`src/rtl/regs_pkg.sv`:
```
`default_nettype none
// ============================================================================
// Module  : regs_pkg
// Purpose : Shared constants for the register-bank write-port arbiter:
//           bank write codes, execute-stage write types, source indices,
//           default widths and the execute type-to-code mapping.
// Ports   : none (package)
// Revision: 1.0 - initial release
// ============================================================================
package regs_pkg;

  localparam int LARGURA_DADO_PADRAO = 16;
  localparam int LARGURA_END_PADRAO  = 5;

  // Bank write codes; the bank holds its contents on CTRL_NENHUM.
  localparam logic [2:0] CTRL_IMEDIATO = 3'b000;
  localparam logic [2:0] CTRL_TRES_REG = 3'b001;
  localparam logic [2:0] CTRL_LOAD     = 3'b010;
  localparam logic [2:0] CTRL_LOADI    = 3'b011;
  localparam logic [2:0] CTRL_INPUT    = 3'b100;
  localparam logic [2:0] CTRL_NENHUM   = 3'b111;

  // Execute-stage write types.
  localparam logic [1:0] TIPO_IMEDIATO  = 2'b00;
  localparam logic [1:0] TIPO_TRES_REG  = 2'b01;
  localparam logic [1:0] TIPO_RESERVADO = 2'b10;
  localparam logic [1:0] TIPO_LOADI     = 2'b11;

  // Source indices, also the round-robin order.
  localparam int         NUM_FONTES = 3;
  localparam logic [1:0] FONTE_EXE  = 2'd0;
  localparam logic [1:0] FONTE_MEM  = 2'd1;
  localparam logic [1:0] FONTE_ENT  = 2'd2;

  // The reserved type is folded onto the 3-register code.
  function automatic logic [2:0] codigo_exe(input logic [1:0] tipo);
    logic [2:0] codigo;
    case (tipo)
      TIPO_IMEDIATO: codigo = CTRL_IMEDIATO;
      TIPO_LOADI:    codigo = CTRL_LOADI;
      default:       codigo = CTRL_TRES_REG;
    endcase
    return codigo;
  endfunction

endpackage
`default_nettype wire

```
`src/rtl/buffer_fonte.sv`:
```
`default_nettype none
// ============================================================================
// Module  : buffer_fonte
// Purpose : One-entry holding buffer for a write producer. Captures address,
//           data and bank write code on a valid/ready transfer and empties
//           when granted, unless refilled at the same edge.
// Ports   : clk, rst_n         - clock, async active-low reset
//           valido, pronto     - producer handshake
//           endereco_entrada, dado_entrada, codigo_entrada - offered write
//           concedido          - arbiter grant to this buffer this cycle
//           cheio, endereco_saida, dado_saida, codigo_saida - buffer state
// Revision: 1.0 - initial release
// ============================================================================
module buffer_fonte
  import regs_pkg::*;
#(
  parameter int LARGURA_DADO = LARGURA_DADO_PADRAO,
  parameter int LARGURA_END  = LARGURA_END_PADRAO
) (
  input  logic                    clk,
  input  logic                    rst_n,
  input  logic                    valido,
  output logic                    pronto,
  input  logic [LARGURA_END-1:0]  endereco_entrada,
  input  logic [LARGURA_DADO-1:0] dado_entrada,
  input  logic [2:0]              codigo_entrada,
  input  logic                    concedido,
  output logic                    cheio,
  output logic [LARGURA_END-1:0]  endereco_saida,
  output logic [LARGURA_DADO-1:0] dado_saida,
  output logic [2:0]              codigo_saida
);

  logic                    r_cheio;
  logic [LARGURA_END-1:0]  r_endereco;
  logic [LARGURA_DADO-1:0] r_dado;
  logic [2:0]              r_codigo;

  // A granted buffer hands its contents to the output stage this edge, so it
  // can take a new entry at the same edge.
  assign pronto = !r_cheio || concedido;

  always_ff @(posedge clk or negedge rst_n) begin
    if (!rst_n) begin
      r_cheio    <= 1'b0;
      r_endereco <= '0;
      r_dado     <= '0;
      r_codigo   <= CTRL_NENHUM;
    end else if (valido && pronto) begin
      r_cheio    <= 1'b1;
      r_endereco <= endereco_entrada;
      r_dado     <= dado_entrada;
      r_codigo   <= codigo_entrada;
    end else if (concedido) begin
      r_cheio    <= 1'b0;
    end
  end

  assign cheio          = r_cheio;
  assign endereco_saida = r_endereco;
  assign dado_saida     = r_dado;
  assign codigo_saida   = r_codigo;

endmodule
`default_nettype wire

```
`src/rtl/arbitro_escrita_registradores.sv`:
```
`default_nettype none
// ============================================================================
// Module  : arbitro_escrita_registradores
// Purpose : Write-port arbiter for the 32x16 register bank. Execute, memory
//           load and input-device producers each own a one-entry buffer; a
//           round-robin arbiter issues at most one registered write per cycle.
// Ports   : clk, rst_n                          - clock, async active-low reset
//           exe_valido/pronto/tipo/end/dado      - execute-stage producer
//           mem_valido/pronto/end/dado           - memory load producer
//           ent_valido/pronto/end/dado           - input-device producer
//           controle_registradores, endereco_registrador1, dado_escrita
//                                                - registered bank write port
//           ocupado                              - any buffer full / write live
//           consulta_end1, consulta_end2, conflito
//                                                - hazard query (optional)
// Config  : ARBITRO_SCOREBOARD_EN adds the hazard query ports.
// Revision: 1.0 - initial release
// ============================================================================
module arbitro_escrita_registradores
  import regs_pkg::*;
#(
  parameter int LARGURA_DADO = LARGURA_DADO_PADRAO,
  parameter int LARGURA_END  = LARGURA_END_PADRAO
) (
  input  logic                    clk,
  input  logic                    rst_n,
  input  logic                    exe_valido,
  output logic                    exe_pronto,
  input  logic [1:0]              exe_tipo,
  input  logic [LARGURA_END-1:0]  exe_end,
  input  logic [LARGURA_DADO-1:0] exe_dado,
  input  logic                    mem_valido,
  output logic                    mem_pronto,
  input  logic [LARGURA_END-1:0]  mem_end,
  input  logic [LARGURA_DADO-1:0] mem_dado,
  input  logic                    ent_valido,
  output logic                    ent_pronto,
  input  logic [LARGURA_END-1:0]  ent_end,
  input  logic [LARGURA_DADO-1:0] ent_dado,
  output logic [2:0]              controle_registradores,
  output logic [LARGURA_END-1:0]  endereco_registrador1,
  output logic [LARGURA_DADO-1:0] dado_escrita,
  output logic                    ocupado
`ifdef ARBITRO_SCOREBOARD_EN
  ,
  input  logic [LARGURA_END-1:0]  consulta_end1,
  input  logic [LARGURA_END-1:0]  consulta_end2,
  output logic                    conflito
`endif
);

  // Per-source vectors, indexed by FONTE_*.
  logic [NUM_FONTES-1:0]   w_valido;
  logic [NUM_FONTES-1:0]   w_pronto;
  logic [NUM_FONTES-1:0]   w_cheio;
  logic [NUM_FONTES-1:0]   w_concedido;
  logic [LARGURA_END-1:0]  w_end_in   [NUM_FONTES];
  logic [LARGURA_DADO-1:0] w_dado_in  [NUM_FONTES];
  logic [2:0]              w_cod_in   [NUM_FONTES];
  logic [LARGURA_END-1:0]  w_end_buf  [NUM_FONTES];
  logic [LARGURA_DADO-1:0] w_dado_buf [NUM_FONTES];
  logic [2:0]              w_cod_buf  [NUM_FONTES];

  logic                    w_tem_concessao;
  logic [1:0]              w_vencedor;
  logic [2:0]              w_indice;
  logic [1:0]              w_prox_seguinte;

  logic [1:0]              r_prox;
  logic [2:0]              r_controle;
  logic [LARGURA_END-1:0]  r_endereco;
  logic [LARGURA_DADO-1:0] r_dado;

  assign w_valido = {ent_valido, mem_valido, exe_valido};

  assign w_end_in[FONTE_EXE]  = exe_end;
  assign w_end_in[FONTE_MEM]  = mem_end;
  assign w_end_in[FONTE_ENT]  = ent_end;
  assign w_dado_in[FONTE_EXE] = exe_dado;
  assign w_dado_in[FONTE_MEM] = mem_dado;
  assign w_dado_in[FONTE_ENT] = ent_dado;
  assign w_cod_in[FONTE_EXE]  = codigo_exe(exe_tipo);
  assign w_cod_in[FONTE_MEM]  = CTRL_LOAD;
  assign w_cod_in[FONTE_ENT]  = CTRL_INPUT;

  for (genvar g = 0; g < NUM_FONTES; g++) begin : g_buffers
    buffer_fonte #(
      .LARGURA_DADO (LARGURA_DADO),
      .LARGURA_END  (LARGURA_END)
    ) u_buffer (
      .clk              (clk),
      .rst_n            (rst_n),
      .valido           (w_valido[g]),
      .pronto           (w_pronto[g]),
      .endereco_entrada (w_end_in[g]),
      .dado_entrada     (w_dado_in[g]),
      .codigo_entrada   (w_cod_in[g]),
      .concedido        (w_concedido[g]),
      .cheio            (w_cheio[g]),
      .endereco_saida   (w_end_buf[g]),
      .dado_saida       (w_dado_buf[g]),
      .codigo_saida     (w_cod_buf[g])
    );
  end

  assign exe_pronto = w_pronto[FONTE_EXE];
  assign mem_pronto = w_pronto[FONTE_MEM];
  assign ent_pronto = w_pronto[FONTE_ENT];

  // Round-robin search starting at r_prox. Only buffer occupancy feeds the
  // grant, so pronto never depends combinationally on valido.
  always_comb begin
    w_tem_concessao = 1'b0;
    w_vencedor      = r_prox;
    w_indice        = 3'd0;
    w_concedido     = '0;
    for (int k = 0; k < NUM_FONTES; k++) begin
      w_indice = {1'b0, r_prox} + 3'(k);
      if (w_indice >= 3'(NUM_FONTES)) begin
        w_indice = w_indice - 3'(NUM_FONTES);
      end
      if (!w_tem_concessao && w_cheio[w_indice[1:0]]) begin
        w_tem_concessao = 1'b1;
        w_vencedor      = w_indice[1:0];
      end
    end
    if (w_tem_concessao) begin
      w_concedido = 3'b001 << w_vencedor;
    end
  end

  assign w_prox_seguinte = (w_vencedor == FONTE_ENT) ? FONTE_EXE : w_vencedor + 2'd1;

  // Registered write stage; address and data hold while idle.
  always_ff @(posedge clk or negedge rst_n) begin
    if (!rst_n) begin
      r_prox     <= FONTE_EXE;
      r_controle <= CTRL_NENHUM;
      r_endereco <= '0;
      r_dado     <= '0;
    end else if (w_tem_concessao) begin
      r_prox     <= w_prox_seguinte;
      r_controle <= w_cod_buf[w_vencedor];
      r_endereco <= w_end_buf[w_vencedor];
      r_dado     <= w_dado_buf[w_vencedor];
    end else begin
      r_controle <= CTRL_NENHUM;
    end
  end

  assign controle_registradores = r_controle;
  assign endereco_registrador1  = r_endereco;
  assign dado_escrita           = r_dado;
  assign ocupado                = (|w_cheio) || (r_controle != CTRL_NENHUM);

`ifdef ARBITRO_SCOREBOARD_EN
  // Flags a query address that still has a write pending or in flight.
  always_comb begin
    conflito = 1'b0;
    for (int k = 0; k < NUM_FONTES; k++) begin
      if (w_cheio[k] && ((w_end_buf[k] == consulta_end1) || (w_end_buf[k] == consulta_end2))) begin
        conflito = 1'b1;
      end
    end
    if ((r_controle != CTRL_NENHUM) &&
        ((r_endereco == consulta_end1) || (r_endereco == consulta_end2))) begin
      conflito = 1'b1;
    end
  end
`endif

endmodule
`default_nettype wire

```
`config.mk`:
```
export PLATFORM = sky130hd
export DESIGN_NAME = arbitro_escrita_registradores
export DESIGN_NICKNAME = d
export VERILOG_FILES = /design/src/rtl/regs_pkg.sv /design/src/rtl/buffer_fonte.sv /design/src/rtl/arbitro_escrita_registradores.sv
export SDC_FILE = /design/constraint.sdc
export NUM_CORES = 1
export LEC_CHECK = 0
export CORE_MARGIN = 2
export CORE_UTILIZATION = 45
export CTS_CLUSTER_DIAMETER = 120
export DETAILED_ROUTE_END_ITERATION = 8
export HOLD_SLACK_MARGIN = 0.1
export PLACE_DENSITY = 0.7
export SYNTH_ARGS = -nofsm -noshare
export SYNTH_HDL_FRONTEND = slang
export SYNTH_SLANG_ARGS = --single-unit
```
`constraint.sdc`:
```
create_clock -name clk -period 7.2 [get_ports clk]
set_input_delay 1.08 -clock clk [delete_from_list [all_inputs] [get_ports clk]]
set_output_delay 1.08 -clock clk [all_outputs]
set_load 0.1 [all_outputs]
```
# Word-level counts from Yosys, hierarchy flattened

Cells that the tools add are included.

Bits in read-only memories: 0
Output and inout bits: 28
Memories kept: 0
Bits in latches: 0
Bits in registers: 99
Bits in writable memories: 0

Divide/modulo/power cells: 0
$add $sub $neg: 6
Multipliers: 0
Shifts and indexed selects: 1
Equal/unequal tests: 3
Reductions and logical operators: 19
Multiplexer cells: 34
Bitwise gates (word level): 1
$lt $le $gt $ge: 7

Operators with widths:

| operator                                                    | number |
|---|---|
| binary-select mux 16 bit (select 2 bit)                     | 1 |
| 2-to-1 mux 16 bit                                           | 2 |
| 2-to-1 mux 2 bit                                            | 7 |
| 2-to-1 mux 1 bit                                            | 12 |
| 2-to-1 mux 3 bit                                            | 4 |
| binary-select mux 5 bit (select 2 bit)                      | 1 |
| 2-to-1 mux 5 bit                                            | 2 |
| less-than comparator 2 x 3 -> 1 bit (second input constant) | 3 |
| binary-select mux 1 bit (select 2 bit)                      | 3 |
| binary-select mux 3 bit (select 2 bit)                      | 1 |
| >= comparator 3 x 2 -> 1 bit (second input constant)        | 2 |
| nonzero test 2 bit                                          | 3 |
| subtractor 2 bit (second input constant)                    | 3 |
| logical AND 1 bit                                           | 5 |
| zero test 1 bit                                             | 5 |
| equality test 2 bit (second input constant)                 | 2 |
| logical OR 1 bit                                            | 4 |
| one-hot mux 2 bit (2 select lines)                          | 1 |
| adder 2 x 1 -> 3 bit (second input constant)                | 1 |
| adder 2 x 2 -> 3 bit (second input constant)                | 1 |
| >= comparator 3 bit (second input constant)                 | 1 |
| != test 3 bit (second input constant)                       | 1 |
| inverter 2 -> 3 bit                                         | 1 |
| OR reduction 3 bit                                          | 1 |
| 4 further kinds                                             | 4 |

# Longest topological paths before layout

Gate-level depths: netlist (run 1).

Word-level depth: 16
Depth in mapped cells: 11

# Cells and area by module

From an unflattened synthesis (run 1), not the netlist that was laid out.

Cell total of the unflattened synthesis: 401
Area, all modules: 5250.0 µm²

By module, submodules not included:

| module                        | sequential area each (µm²) | area each (µm²) | cells an instance | instances |
|---|---|---|---|---|
| buffer_fonte                  | 629.4                      | 1047.3          | 54                | 3 |
| arbitro_escrita_registradores | 654.4                      | 2108.3          | 239               | 1 |

# Least setup slack after synthesis (run 1)

OpenSTA, ideal clock, no wires.

Kind: register -> output
Start: register r_prox[0]
End: output port mem_pronto
Data arrival time: 3.154 ns
Required time: 6.120 ns
Buffers on the path: 1
Path slack: 2.966 ns
Cell stages (with the launch flop): 9
Cell sequence: dfrtp_1 inv_1 ha_1 buf_2 nand3b_1 o21a_1 o32ai_1 nor2_2 o21ai_1

Word-level cells in the longest chain between the ends: 14

RTL lines:

| element                                                       | RTL line                             | text |
|---|---|---|
| start, declared                                               | arbitro_escrita_registradores.sv:69  | `logic [1:0] r_prox;` |
| start signal, assigned                                        | arbitro_escrita_registradores.sv:142 | `r_prox <= w_prox_seguinte;` |
| branches (longest 12 deep; another with adder 2 x 1 -> 3 bit) | --                                   |  |
| 2-to-1 mux 3 bit *                                            | arbitro_escrita_registradores.sv:127 | `if (w_tem_concessao) begin` |
| logical OR 1 bit *                                            | buffer_fonte.sv:41                   | `assign pronto = !r_cheio \|\| concedido;` |
| end, declared                                                 | arbitro_escrita_registradores.sv:33  | `output logic mem_pronto,` |

Mark *: on every way between the ends. The select of a mux whose other input is x is not followed.

# Worst setup path in the final report (run 1)

Start: register g_buffers[1].u_buffer.r_cheio
End: output port mem_pronto

Word-level cells in the longest chain between the ends: 12

RTL lines:

| element                                | RTL line                             | text |
|---|---|---|
| start, declared                        | buffer_fonte.sv:34                   | `logic r_cheio;` |
| start signal, assigned                 | buffer_fonte.sv:45                   | `r_cheio <= 1'b0;` |
| start signal, assigned                 | buffer_fonte.sv:50                   | `r_cheio <= 1'b1;` |
| start signal, assigned                 | buffer_fonte.sv:55                   | `r_cheio <= 1'b0;` |
| binary-select mux 1 bit (select 2 bit) | arbitro_escrita_registradores.sv:122 | `if (!w_tem_concessao && w_cheio[w_indice[1:0]]) begin` |
| 2-to-1 mux 1 bit (implied by the code) | arbitro_escrita_registradores.sv:122 |  |
| 2-to-1 mux 1 bit                       | arbitro_escrita_registradores.sv:122 |  |
| zero test 1 bit                        | arbitro_escrita_registradores.sv:122 |  |
| logical AND 1 bit                      | arbitro_escrita_registradores.sv:122 |  |
| 2-to-1 mux 1 bit                       | arbitro_escrita_registradores.sv:122 |  |
| zero test 1 bit                        | arbitro_escrita_registradores.sv:122 |  |
| logical AND 1 bit                      | arbitro_escrita_registradores.sv:122 |  |
| 2-to-1 mux 2 bit                       | arbitro_escrita_registradores.sv:122 |  |
| << shifter 1 x 2 -> 3 bit              | arbitro_escrita_registradores.sv:128 | `w_concedido = 3'b001 << w_vencedor;` |
| 2-to-1 mux 3 bit                       | arbitro_escrita_registradores.sv:127 |  |
| logical OR 1 bit *                     | buffer_fonte.sv:41                   |  |

Every way passes the cells marked *; elsewhere a longest branch is shown, timed or not. The select of a mux whose other input is x is not followed.

==> results of run 1 <==
==> kinds of logic (layout without fill, tap and decap cells) <==
| logic type | after synthesis | in the layout | share of synthesized area [%] |
|---|---|---|---|
| flip-flops | 97 | 97 | 46.7 |
| buffers and inverters | 64 | 139 | 5.39 |
| adder cells (fa/ha/maj) | 4 | 4 | 0.958 |
| multiplexers | 49 | 49 | 11.3 |
| AND/OR/NAND/NOR | 174 | 174 | 18.1 |
| AO/OA/AOI/OAI | 137 | 137 | 17.6 |
==> registers in the layout, summed over array words and instances (netlist names) <==
signal,count
dado_escrita,16
endereco_registrador1,5
controle_registradores,3
g_buffers.u_buffer.dado_saida,48
g_buffers.u_buffer.cheio,3
g_buffers.u_buffer.codigo_saida,5
g_buffers.u_buffer.endereco_saida,15
r_prox,2
==> through the flow <==
stage | cells | utilization [%] | hold WS, ps
2_1_floorplan | 525 | - | 432
3_3_place_gp | 727 | 54.9 | 445
3_5_place_dp | 727 | 54.9 | 447
4_1_cts | 743 | 57.7 | 458
5_1_grt | 743 | 57.7 | 491
6_report | 743 | 57.7 | 457
==> routing by layer <==
metal  GRT usage [%]  wire, um  share of wire [%]  vias to the layer above
li1                -         -                  -                     2084
met5               0         0                  0                        -
met1            34.7      6710                 46                     2204
met4            8.07       380                2.6                        0
met3            4.57       813                5.5                       18
met2            37.6      6810                 46                      158
==> final cells by class <==
class	count	area, um2	area share, %
Tap cell	143	179	2.73
Inverter	16	60.1	0.915
Clock buffer	10	229	3.49
Clock inverter	6	91.3	1.39
Timing Repair Buffer	107	1040	15.9
Multi-Input combinational cell	364	2520	38.4
Sequential cell	97	2440	37.1
==> worst paths after layout <==
kind	startpoint	endpoint	slack (ps)	depth (start not counted)
worst max register to register	g_buffers[1].u_buffer.cheio	g_buffers[0].u_buffer.dado_saida[14]	3310	6
worst min register to register	g_buffers[2].u_buffer.codigo_saida[0]	g_buffers[2].u_buffer.codigo_saida[0]	460	2
worst max-delay path	g_buffers[1].u_buffer.cheio	mem_pronto	1670	7
max in group asynchronous	rst_n	g_buffers[1].u_buffer.dado_saida[10]	5360	2
min in group asynchronous	rst_n	g_buffers[2].u_buffer.endereco_saida[0]	660	1
worst min-delay path	g_buffers[2].u_buffer.codigo_saida[0]	g_buffers[2].u_buffer.codigo_saida[0]	460	2
==> synthesized netlist by cell type, drive strengths merged (2+ instances only) <==
cell | number | area share, %
o211ai | 31 | 4.5
o22ai | 22 | 2.6
mux2i | 27 | 5.2
nor2b | 23 | 2.8
nand3b | 3 | 0.43
dfrtp | 89 | 43
ha | 4 | 0.96
a21o | 2 | 0.29
o21ai | 20 | 1.9
a31oi | 2 | 0.24
a32oi | 11 | 1.8
o31a | 2 | 0.34
clkbuf | 33 | 2.4
inv | 16 | 1.1
nor2 | 5 | 0.41
o21a | 2 | 0.29
nand2 | 56 | 4.0
buf | 15 | 1.9
a211oi | 11 | 1.6
mux2 | 22 | 6.1
nor4 | 2 | 0.48
and4 | 2 | 0.34
nand2b | 6 | 0.72
or2 | 2 | 0.24
a21boi | 2 | 0.29
a21oi | 27 | 2.7
nand3 | 25 | 2.4
nand4 | 31 | 3.7
nor3 | 5 | 0.57
dfstp | 8 | 4.0
nor3b | 11 | 1.6
==> worst reg2reg max path: cells and delay by family (launching register included) <==
family           cells  cell delay [ps]
flip-flops           1              940
AND/OR/NAND/NOR      2             1610
AO/OA/AOI/OAI        2              570
multiplexers         2              600
==> metrics.txt, run 1 <==
Post-DP HPWL 10.2 mm; EDFF count, synth 0; crit-path max FO 32; Synth Flop Type dfrtp_1; Ys Warns 0; drt drc 0; Setup Viol. Count Final 0; setup bufs post-CTS 0; Syn Inst Count 525; crit path buf inv count 2; total iterations of the first detailed-routing run 5; vias 4464; GR Overflow Total 0; Antenna Nets Post-Route 0; fill count 1021; Hold Path Class reg2reg; first-pass GRT wire length 24.0 mm; most common cell after layout, fill and taps aside clkdlybuf4s50_1; vias in the first global route 4478; Synth cell types 46; Die Footprint 12500 um2; clock root cell clkbuf_16; Final Cell Area 6560 um2; area delta synth->final 25.7%; H-tree depth 3; WL final 14.7 mm; CTS tree done; drt initial violations 493; Clock Skews 8.35 ps; Final Cycle Share 76.8%; cts bufs inserted 9; Die X 112 um; number of max-cap violations 0; Least-Margin Pin Slew 992 ps; dpl ws 2070 ps; Post-CTS Resized 0; CTS Sinks 97; CP arrival 4450 ps; Mean Syn Cell Area 9.95 um2; Setup TNS Final 0 ps; Die Ht 112 um; Core ar. 11400 um2; placed cell area 6240 um2; WL/cell 19.8 um; largest net degree at the start of global routing 66; status complete, no violations; crit path kind reg2out; initial antenna violation count 0; initial core utilization 45.9%; vias per cell 6.01; final hold viol count 0; syn nets 599; gr usage total 24.3%; type of origin of the critical path register; Buffers on Ports 97; final worst slack 1670 ps; clock-pin slew on the worst setup and hold paths 70 ps; CTS Buffer Depth 2; RSZ-0062 raised after global routing false; flops & latches, synth 97; min Tclk post-route 5530 ps; ys async rst share 100%; most frequent cells in the layout clkdlybuf4s50_1, dfrtp_1, nand2_1; num rows 39; Max stage delay on crit path 1180 ps; Achievable Freq 181 MHz; layout cell share with drive strength beyond 1 11.0%; Hold-fix buffers, CTS 0; io pins 98; register area share after synthesis 46.7%; Slew HR 33.6%; # diodes 0; Top Family by Delay on Critical Path buffers and inverters; Net count, final 669; Pins Over Slew Limit 0; synthesized cell area 5220 um2; Crit-path slowest cell clkdlybuf4s50_1; Worst setup EP type output port; crit path cell chain mux2i_1, mux2_2, nand3_1, o31ai_4, buf_4, o21ai_1, clkdlybuf4s50_1; CP required 6120 ps; Skew-Pair Late Insertion Delay 350 ps; routability cong. 0.897
Power of run 1 is not shown: default switching activity piles up to over one toggle a cycle in this logic, so the estimate is an artifact.
==> inputs of run 2 (changes only) <==
--- a/config.mk
+++ b/config.mk
@@ -10,7 +10,7 @@
 export CTS_CLUSTER_DIAMETER = 120
 export DETAILED_ROUTE_END_ITERATION = 8
 export HOLD_SLACK_MARGIN = 0.1
-export PLACE_DENSITY = 0.7
+export PLACE_DENSITY = 0.73
 export SYNTH_ARGS = -nofsm -noshare
 export SYNTH_HDL_FRONTEND = slang
 export SYNTH_SLANG_ARGS = --single-unit
==> constraint.sdc (replaced) <==
create_clock -name clk -period 4.5 [get_ports clk]
set_input_delay 0.675 -clock clk [delete_from_list [all_inputs] [get_ports clk]]
set_output_delay 0.675 -clock clk [all_outputs]
set_load 0.1 [all_outputs]
==> run 2 against run 1 <==
Clock skew is 1.0 ps lower. Non-clock buffer count is 6 higher. Setup slack worse by 1000 ps. Worst hold slack worse by 44 ps. Cell area is 0.50% higher. Critical path depth is 3 higher.
==> metrics.txt, run 2 (synthesis results as in run 1) <==
Achievable Freq 260 MHz; Setup Viol. Count Final 0 (unchanged); initial core utilization 45.9% (unchanged); CP required 3830 ps (was 6120 ps); Post-DP HPWL 10.1 mm (was 10.2 mm); total iterations of the first detailed-routing run 5 (unchanged); CTS tree done (unchanged); number of max-cap violations 0 (unchanged); WL/cell 19.1 um (was 19.8 um); clock root cell clkbuf_16 (unchanged); r2r startpoint r_prox[0] (was g_buffers[1].u_buffer.cheio); Net count, final 675 (was 669); crit path buf inv count 4 (was 2); most common cell after layout, fill and taps aside clkdlybuf4s50_1 (unchanged); crit path kind reg2out (unchanged); Worst setup EP type output port (unchanged); initial antenna violation count 0 (unchanged); H-tree depth 3 (unchanged); Max stage delay on crit path 520 ps (was 1180 ps); CP arrival 3170 ps (was 4450 ps); vias 4476 (was 4464); Critical Path Stages 10 (was 7); WL final 14.3 mm (was 14.7 mm); io pins 98 (unchanged); final hold viol count 0 (unchanged); Top Family by Delay on Critical Path buffers and inverters (unchanged); Buffers on Ports 97 (unchanged); min Tclk post-route 3840 ps; Hold-fix buffers, CTS 0 (unchanged); multi-input logic area 2520 um2 (unchanged); RSZ-0062 raised after global routing false (unchanged); Die Footprint 12500 um2 (unchanged); GR Overflow Total 0 (unchanged); worst setup path startpoint r_prox[1] (was g_buffers[1].u_buffer.cheio); cell count of the worst reg-to-reg path 8 (was 6); fill count 1010 (was 1021); CTS Sinks 97 (unchanged); Die Ht 112 um (unchanged); Least-Margin Pin Slew 991 ps (was 992 ps); Crit-path slowest cell nor4_2 (was clkdlybuf4s50_1); crit-path max FO 17 (was 32); drt initial violations 383 (was 493); Die X 112 um (unchanged); status complete, no violations (unchanged); # diodes 0 (unchanged); crit path cell chain inv_1, ha_1, mux2i_1, mux2i_1, nor4_2, nor3_2, buf_4, o31a_1, inv_1, buf_12 (was mux2i_1, mux2_2, nand3_1, o31ai_4, buf_4, o21ai_1, clkdlybuf4s50_1); Hold Path Class in2async (was reg2reg); Final Cycle Share 85.4%; Antenna Nets Post-Route 0 (unchanged); clock-pin slew on the worst setup and hold paths 60 ps (was 70 ps); drt drc 0 (unchanged); setup bufs post-CTS 0 (unchanged); Skew-Pair Late Insertion Delay 340 ps (was 350 ps); Clock Skews 7.31 ps (was 8.35 ps); routability cong. 0.836 (was 0.897); max reg flops 48 (unchanged); vias per cell 5.98 (was 6.01); Reg area 2440 um2 (unchanged); most frequent cells in the layout clkdlybuf4s50_1, dfrtp_1, nand2_1 (unchanged); type of origin of the critical path register (unchanged); Core ar. 11400 um2 (unchanged); vias in the first global route 4481 (was 4478); Min Hold Slack 413 ps (was 457 ps); Setup TNS Final 0 ps (unchanged); num rows 39 (unchanged); Pins Over Slew Limit 0 (unchanged); Slew HR 33.7% (was 33.6%); gr usage total 23.8% (was 24.3%); area delta synth->final 26.3% (was 25.7%); Post-CTS Resized 0 (unchanged); layout cell share with drive strength beyond 1 12.5% (was 11.0%); CTS Buffer Depth 2 (unchanged); largest net degree at the start of global routing 63 (was 66); first-pass GRT wire length 23.7 mm (was 24.0 mm); cts bufs inserted 9 (unchanged)
==> run 2: cell count changes in the layout (fill, tap and decap cells not counted) <==
cell | previous run | this run
buf_4 | 11 | 18
clkbuf_8 | 0 | 3
clkdlybuf4s50_1 | 96 | 93
buf_12 | 0 | 2
bufinv_16 | 2 | 0
clkinv_2 | 1 | 3
clkinv_4 | 2 | 0
clkbuf_1 | 1 | 0
==> run 2: final timing paths <==
| check | endpoint | slack, ps |
|---|---|---|
| max | exe_pronto | 660 |
| min reg2reg | g_buffers[2].u_buffer.codigo_saida[0] | 460 |
| min | g_buffers[2].u_buffer.dado_saida[5] | 410 |
| max in group asynchronous | g_buffers[1].u_buffer.dado_saida[5] | 3120 |
| min in group clk | g_buffers[2].u_buffer.codigo_saida[0] | 460 |
| max reg2reg | g_buffers[2].u_buffer.dado_saida[2] | 980 |
==> run 2: layout make-up <==
class | count | share of cell area [%]
repair buffers | 113 | 16.8
well taps | 143 | 2.71
inverters | 16 | 0.910
multi-input cells | 364 | 38.3
clock buffers | 12 | 4.04
flip-flops and latches | 97 | 36.9
clock inverters | 4 | 0.360
==> run 2: stage by stage <==
stage | util [%] | setup WS (ps) | std cells | instance area [um2]
floorplan | - | 671 | 525 | 5220
global placement | 55.5 | 1110 | 733 | 6310
detailed placement | 55.5 | 1060 | 733 | 6310
CTS | 58.0 | 688 | 749 | 6600
global route | 58.0 | 416 | 749 | 6600
finish | 58.0 | 655 | 749 | 6600
==> run 2: layer usage <==
layer / track usage (%) / wire length (um)
met1: 31.7 / 6140
met5: 0 / 0
met4: 9.55 / 452
met3: 3.59 / 698
met2: 39.1 / 7030
Power of run 2 is left out for the same reason.
==> inputs of run 3 (changes only) <==
--- a/config.mk
+++ b/config.mk
@@ -5,7 +5,8 @@
 export SDC_FILE = /design/constraint.sdc
 export NUM_CORES = 1
 export LEC_CHECK = 0
-export CORE_MARGIN = 2
+export CORE_ASPECT_RATIO = 1.75
+export CORE_MARGIN = 3
 export CORE_UTILIZATION = 45
 export CTS_CLUSTER_DIAMETER = 120
 export DETAILED_ROUTE_END_ITERATION = 8
==> run 3 against run 2 <==
Count of clock-buffer cells in the layout fell by 2. Die area rose by 4.0%. Final cell count down 1.5%. Utilization is 0.72 points higher. Clock skew is 2.0 ps higher. Register-to-register slack about the same. Cell area stayed put. Worst hold slack better by 18 ps. Wire length hardly changed. Sequential cell count unchanged. Setup slack got worse by 190 ps. Sequential share of layout area did not move.
==> metrics.txt, run 3 (synthesis results as in run 1) <==
gr usage total 22.9% (was 23.8%); cell count of the worst reg-to-reg path 8 (unchanged); Hold-fix buffers, CTS 0 (unchanged); Skew-Pair Late Insertion Delay 350 ps (was 340 ps); r2r startpoint r_prox[1] (was r_prox[0]); cell repeated most along the worst path nand2_1; most frequent cells in the layout clkdlybuf4s50_1, dfrtp_1, nand2_1 (unchanged); Net count, final 675 (unchanged); Worst setup EP type output port (unchanged); crit-path max FO 17 (unchanged); CTS Buffer Depth 2 (unchanged); routability cong. 0.834 (was 0.836); Post-CTS Resized 0 (unchanged); Final Cell Area 6600 um2 (unchanged); WL/cell 19.4 um (was 19.1 um); largest net degree at the start of global routing 69 (was 63); drt drc 0 (unchanged); crit path cell chain inv_1, ha_1, mux2i_1, mux2_2, a21oi_1, nor3_2, nand2_1, nand2_1, buf_4 (was inv_1, ha_1, mux2i_1, mux2i_1, nor4_2, nor3_2, buf_4, o31a_1, inv_1, buf_12); worst setup path startpoint r_prox[1] (unchanged); Slew HR 33.4% (was 33.7%); vias per cell 6.06 (was 5.98); initial antenna violation count 0 (unchanged); num rows 51 (was 39); # diodes 0 (unchanged); Die Footprint 13000 um2 (was 12500 um2); cts bufs inserted 9 (unchanged); Core ar. 11200 um2 (was 11400 um2); min Tclk post-route 4040 ps (was 3840 ps); Die X 87.4 um (was 112 um); vias in the first global route 4503 (was 4481); met1 wire length 5.78 mm (was 6.14 mm); WL final 14.3 mm (about the same); max reg flops 48 (unchanged); most common cell after layout, fill and taps aside clkdlybuf4s50_1 (unchanged); final hold viol count 0 (unchanged); Achievable Freq 248 MHz (was 260 MHz); area delta synth->final 26.3% (unchanged); H-tree depth 3 (unchanged); Final Cycle Share 89.7% (was 85.4%); RSZ-0062 raised after global routing false (unchanged); initial core utilization 46.5% (was 45.9%); met2 wire length 7.44 mm (was 7.03 mm); placed cell area 6290 um2 (was 6310 um2); first-pass GRT wire length 23.2 mm (was 23.7 mm); drt initial violations 311 (was 383); vias 4472 (was 4476); CTS tree done (unchanged); Crit-path slowest cell nor3_2 (was nor4_2); crit path kind reg2out (unchanged); setup bufs post-CTS 0 (unchanged); total iterations of the first detailed-routing run 5 (unchanged); DR top layer met4 (unchanged); CP arrival 3360 ps (was 3170 ps); clock-pin slew on the worst setup and hold paths 70 ps (was 60 ps); GR Overflow Total 0 (unchanged); Setup Viol. Count Final 0 (unchanged); Pins Over Slew Limit 0 (unchanged); type of origin of the critical path register (unchanged); Antenna Nets Post-Route 0 (unchanged); Die Ht 149 um (was 112 um); Hold Path Class in2async (unchanged); RR Endpoint g_buffers[2].u_buffer.dado_saida[2] (unchanged); Least-Margin Pin Slew 994 ps (was 991 ps); Setup TNS Final 0 ps (unchanged); layout cell share with drive strength beyond 1 12.5% (unchanged); fill count 978 (was 1010); clock root cell clkbuf_16 (unchanged); Post-DP HPWL 10.0 mm (was 10.1 mm); Max stage delay on crit path 850 ps (was 520 ps); number of max-cap violations 0 (unchanged); io pins 98 (unchanged); status complete, no violations (unchanged); CP required 3830 ps (about the same); CTS Sinks 97 (unchanged); Clock Skews 9.36 ps (was 7.31 ps); worst reg2reg setup slack 970 ps (was 980 ps); Buffers on Ports 97 (unchanged); Min Hold Slack 431 ps (was 413 ps); WL met3 763 um (was 698 um)
run 3: how the worst max path moves through the flow:
stage / endpoint / cells past startpoint
3_5_place_dp: ent_pronto / 9
5_1_grt: ent_pronto / 9
6_report: ent_pronto / 9
2_1_floorplan: mem_pronto / 8
4_1_cts: ent_pronto / 9
3_3_place_gp: ent_pronto / 9
run 3: final cells by class:
type | count | area, um2 | area share, %
well taps | 132 | 165 | 2.50
repair buffers | 113 | 1110 | 16.8
inverters | 16 | 60.1 | 0.910
flip-flops and latches | 97 | 2440 | 36.9
clock inverters | 6 | 65.1 | 0.986
multi-input cells | 364 | 2520 | 38.3
clock buffers | 10 | 239 | 3.62
run 3: per-stage QoR:
step / std cells / worst slack, ps / util, %
global placement: 722 / 1040 / 56.0
detailed placement: 722 / 853 / 56.0
global route: 738 / 195 / 58.7
CTS: 738 / 462 / 58.7
floorplan: 525 / 671 / -
finish: 738 / 462 / 58.7
run 3: worst max-delay path: cells and delay by family (launching register included):
kind	cells	cell delay (ps)
AO/OA/AOI/OAI	1	150
adder cells (fa/ha/maj)	1	300
buffers and inverters	2	410
flip-flops	1	450
multiplexers	2	550
AND/OR/NAND/NOR	3	1150
run 3: metal layers:
layer,track usage (%),up-vias
met5,0,-
met3,3.94,28
met4,9.06,0
met1,29.0,2159
met2,38.2,195
li1,-,2090
Power of run 3 is left out for the same reason.
==> variant 1 (flow settings as in run 2) <==
The package constant `LARGURA_END_PADRAO` goes from 5 to 6.
--- a/src/rtl/regs_pkg.sv
+++ b/src/rtl/regs_pkg.sv
@@ -10,7 +10,7 @@
 package regs_pkg;
 
   localparam int LARGURA_DADO_PADRAO = 16;
-  localparam int LARGURA_END_PADRAO  = 5;
+  localparam int LARGURA_END_PADRAO  = 6;
 
   // Bank write codes; the bank holds its contents on CTRL_NENHUM.
   localparam logic [2:0] CTRL_IMEDIATO = 3'b000;
Ports: changed (resized endereco_registrador1, ent_end, exe_end and mem_end); port bits go from 98 to 102. No check against the original RTL was run, so the function may have changed too.
==> variant 1 against run 2 <==
- worst setup slack got worse by 0.28 ns
- utilization grew 0.66 points
- sequential cell count rose by 4
- wire length down 26%
- design area down 9.4%
- synthesized area decreased by 11%
- critical endpoint is now mem_pronto
- highest routed layer unchanged
Power is left out: the tool's default activity adds up to more than one toggle a clock period on the data nets, which glitch-free logic cannot reach.
==> variant 1: results (changes against run 2) <==
syn_nets=437 (was 599); WL per Instance=17.7 microns (was 19.1 microns); Syn Area/Cell=12.9 sq um (was 9.95 sq um); hold_ws=0.373 ns (was 0.413 ns); Area contributors post-synth=dfrtp_1 50%, mux2_2 11%, mux2_4 5.8% (was dfrtp_1 43%, mux2_4 5.5%, mux2i_1 5.2%); register area share after synthesis=54.6% (was 46.7%); fillers=852 (was 1010); Final Skew=0.0151 ns (was 0.00731 ns); Final nets=534 (was 675); global-route wire length before repair=16900 microns (was 23700 microns); drt first pass iters=4 (was 5); CTS root buffer=clkbuf_8 (was clkbuf_16); Post-DP Area=5780 sq um (was 6310 sq um); Placed Instances=582 (was 733); most common library cells after synthesis=93 x dfrtp_1, 46 x mux2_2, 29 x inv_1 (was 89 x dfrtp_1, 56 x nand2_1, 33 x clkbuf_1); met3 wire length=504 microns (was 698 microns); cell depth of the worst flop-to-flop path=10 (was 8); CP Data Arrival Time=3.45 ns (was 3.17 ns); reg-to-reg slack, setup=0.94 ns (was 0.98 ns); worst-path fanout max=25 (was 17); Post-Route WL=10600 microns (was 14300 microns); outcome=complete, no violations (unchanged); register clock-pin slew on the reported worst setup and hold paths=0.10 ns (was 0.06 ns); Critical Path Max Stage Delay=0.72 ns (was 0.52 ns); Critical R2R Capture=g_buffers[1].u_buffer.dado_saida[13]$_DFFE_PN0P_ (was g_buffers[2].u_buffer.dado_saida[2]$_DFFE_PN0P_); DR iter-0 viols=119 (was 383); worst skew pair latency=0.37 ns (was 0.34 ns); DR WL met2=5120 microns (was 7030 microns); vias per cell=5.36 (was 5.98); pre-CTS WS=0.821 ns (was 1.06 ns); gp weighted congestion=0.949 (was 0.836)
[variant 1: cell count changes in the layout (fill, tap and decap cells not counted), moves of 11 or more]
cell / run 2 / this run
a211oi_1: 11 / 0
a21oi_1: 26 / 5
a32oi_1: 11 / 0
inv_1: 16 / 29
mux2_2: 3 / 46
nand2_1: 56 / 27
nand3_1: 25 / 2
nand4_1: 31 / 0
nor2b_1: 23 / 1
nor3b_1: 11 / 0
o211ai_1: 31 / 2
o221ai_1: 0 / 22
o22ai_1: 22 / 0
[variant 1: worst max path at each step]
stage | startpoint | end | slack [ns] | cells after the start
finish | r_prox[0]$_DFFE_PN0P_ | mem_pronto | 0.37 | 8
global route | r_prox[0]$_DFFE_PN0P_ | mem_pronto | 0.21 | 8
CTS | r_prox[0]$_DFFE_PN0P_ | mem_pronto | 0.40 | 8
detailed placement | r_prox[0]$_DFFE_PN0P_ | mem_pronto | 0.82 | 8
global placement | r_prox[0]$_DFFE_PN0P_ | mem_pronto | 0.94 | 8
floorplan | r_prox[0]$_DFFE_PN0P_ | mem_pronto | 0.42 | 9
[variant 1: logic make-up (layout without fill, tap and decap cells)]
kind of cell	Yosys count	in the layout	share of synthesized area, %
AND/OR/NAND/NOR	60	60	6.49
adder cells (fa/ha/maj)	4	4	1.08
multiplexers	93	93	23.3
AO/OA/AOI/OAI	53	53	9.75
flip-flops	101	101	54.6
buffers and inverters	49	151	4.77
[variant 1: cell type report]
class	instances	area, sq um	area share (%)
repair buffers	106	1050	17.6
flip-flops and latches	101	2540	42.5
well taps	136	170	2.85
clock buffers	10	138	2.30
inverters	29	109	1.82
multi-input cells	210	1920	32.1
clock inverters	6	53.8	0.900
[variant 1: layer usage]
metal	GRT usage [%]	vias to the layer above
met1	25.1	1604
met5	0	-
met2	33.1	111
li1	-	1471
met4	7.05	0
met3	3.53	19
==> variant 2 (config.mk and constraints of run 2) <==
Made on the original files. Put a register stage on the outputs `exe_pronto`, `mem_pronto`, `ent_pronto` and `ocupado`, without a reset. The values now appear one clock later. The other outputs are not delayed to match.
--- a/src/rtl/arbitro_escrita_registradores.sv
+++ b/src/rtl/arbitro_escrita_registradores.sv
@@ -103,9 +103,6 @@
     );
   end
 
-  assign exe_pronto = w_pronto[FONTE_EXE];
-  assign mem_pronto = w_pronto[FONTE_MEM];
-  assign ent_pronto = w_pronto[FONTE_ENT];
 
   // Round-robin search starting at r_prox. Only buffer occupancy feeds the
   // grant, so pronto never depends combinationally on valido.
@@ -151,7 +148,12 @@
   assign controle_registradores = r_controle;
   assign endereco_registrador1  = r_endereco;
   assign dado_escrita           = r_dado;
-  assign ocupado                = (|w_cheio) || (r_controle != CTRL_NENHUM);
+  always_ff @(posedge clk) begin
+    exe_pronto <= w_pronto[FONTE_EXE];
+    mem_pronto <= w_pronto[FONTE_MEM];
+    ent_pronto <= w_pronto[FONTE_ENT];
+    ocupado    <= (|w_cheio) || (r_controle != CTRL_NENHUM);
+  end
 
 `ifdef ARBITRO_SCOREBOARD_EN
   // Flags a query address that still has a write pending or in flight.
Function: changed (Yosys sat finds a counterexample within 4 cycles, from zero or initial values and one cycle with rst_n low).
==> variant 2 against run 2 <==
- global-route usage is 0.99 points lower
- fmax grew 12%
- synthesized area increased by 1.5%
- worst setup slack better by 0.42 ns
- worst hold slack lost 0.024 ns
- via count shrank 0.11%
- final cell count up 0.53%
- design area is 1.1% higher
- critical path type is now reg2reg
- critical path depth down 1
- wire length is 1.1% higher
- first-iteration DRC count up 15%
- sequential cell count up 4
- die area up 1.5%
Power is left out: the tool's default activity adds up to more than one toggle a clock period on the data nets, which glitch-free logic cannot reach.
==> variant 2: results (changes against run 2) <==
outcome=complete, no violations (unchanged); DR iter-0 viols=442 (was 383); vias in the first global route=4248 (was 4481); crit share post-route=76.0% (was 85.4%); gr usage total=22.8% (was 23.8%); DP HPWL=10100 microns (about the same); cell depth of the worst flop-to-flop path=9 (was 8); hold_ws=0.390 ns (was 0.413 ns); Final nets=679 (was 675); Async SR Flop Fraction=96.0% (was 100%); gp weighted congestion=0.894 (was 0.836); slew of the pin with the lowest slew margin=1.03 ns (was 0.991 ns); Post-Route WL=14500 microns (was 14300 microns); crit path from=r_prox[0]$_DFFE_PN0P_ (was r_prox[1]$_DFFE_PN0P_); Critical Path Max Stage Delay=0.74 ns (was 0.52 ns); reg-to-reg slack, setup=1.08 ns (was 0.98 ns); clock tree sinks=101 (was 97); pin count of the biggest net entering global routing=61 (was 63); drt first pass iters=7 (was 5); vias per cell=5.94 (was 5.98); Syn Area/Cell=10.0 sq um (was 9.95 sq um); reg2reg start=r_prox[0]$_DFFE_PN0P_ (unchanged); non-filler cells, final=753 (was 749); ratio of cells with drive above 1 in the final layout=11.8% (was 12.5%); syn_nets=603 (was 599); global-route wire length before repair=22600 microns (was 23700 microns); CP top delay family=simple AND/OR/NAND/NOR gates (was buffers and inverters); Critical R2R Capture=g_buffers[0].u_buffer.dado_saida[2]$_DFFE_PN0P_ (was g_buffers[2].u_buffer.dado_saida[2]$_DFFE_PN0P_); fillers=968 (was 1010); CP max-delay cell=and4_1 (was nor4_2); pre-CTS WS=1.19 ns (was 1.06 ns); Post-DP Area=6370 sq um (was 6310 sq um); Synth cell types=47 (was 46); critical path class=reg2reg (was reg2out); Area contributors post-synth=dfrtp_1 42%, mux2_4 5.4%, mux2i_1 5.1% (was dfrtp_1 43%, mux2_4 5.5%, mux2i_1 5.2%); register area share after synthesis=47.5% (was 46.7%); Placed Instances=737 (was 733); worst-path fanout max=22 (was 17); Final Skew=0.0118 ns (was 0.00731 ns)
==> variant 2: cell types whose count changed after synthesis, sizes merged <==
cell,delta
dfxtp,+4
==> variant 2: final cells by class <==
cell class                      count  area, sq um  share of cell area [%]
Clock inverter                      6         71.3                    1.07
Inverter                           16         60.1                   0.901
Tap cell                          143          179                    2.68
Clock buffer                       10          229                    3.43
Sequential cell                   101         2520                    37.7
Multi-Input combinational cell    364         2520                    37.8
Timing Repair Buffer              113         1090                    16.3
==> variant 2: logic make-up after synthesis <==
group	synth area share, %
AND/OR/NAND/NOR	17.8
AO/OA/AOI/OAI	17.3
flip-flops	47.5
buffers and inverters	5.31
multiplexers	11.1
adder cells (fa/ha/maj)	0.944
==> variant 2: layer usage <==
layer / vias up / GRT usage [%] / part of all wire [%]
li1: 2103 / - / -
met1: 2159 / 32.1 / 45
met2: 171 / 34.9 / 46
met3: 38 / 3.40 / 5.4
met4: 0 / 10.3 / 3.4
met5: - / 0 / 0
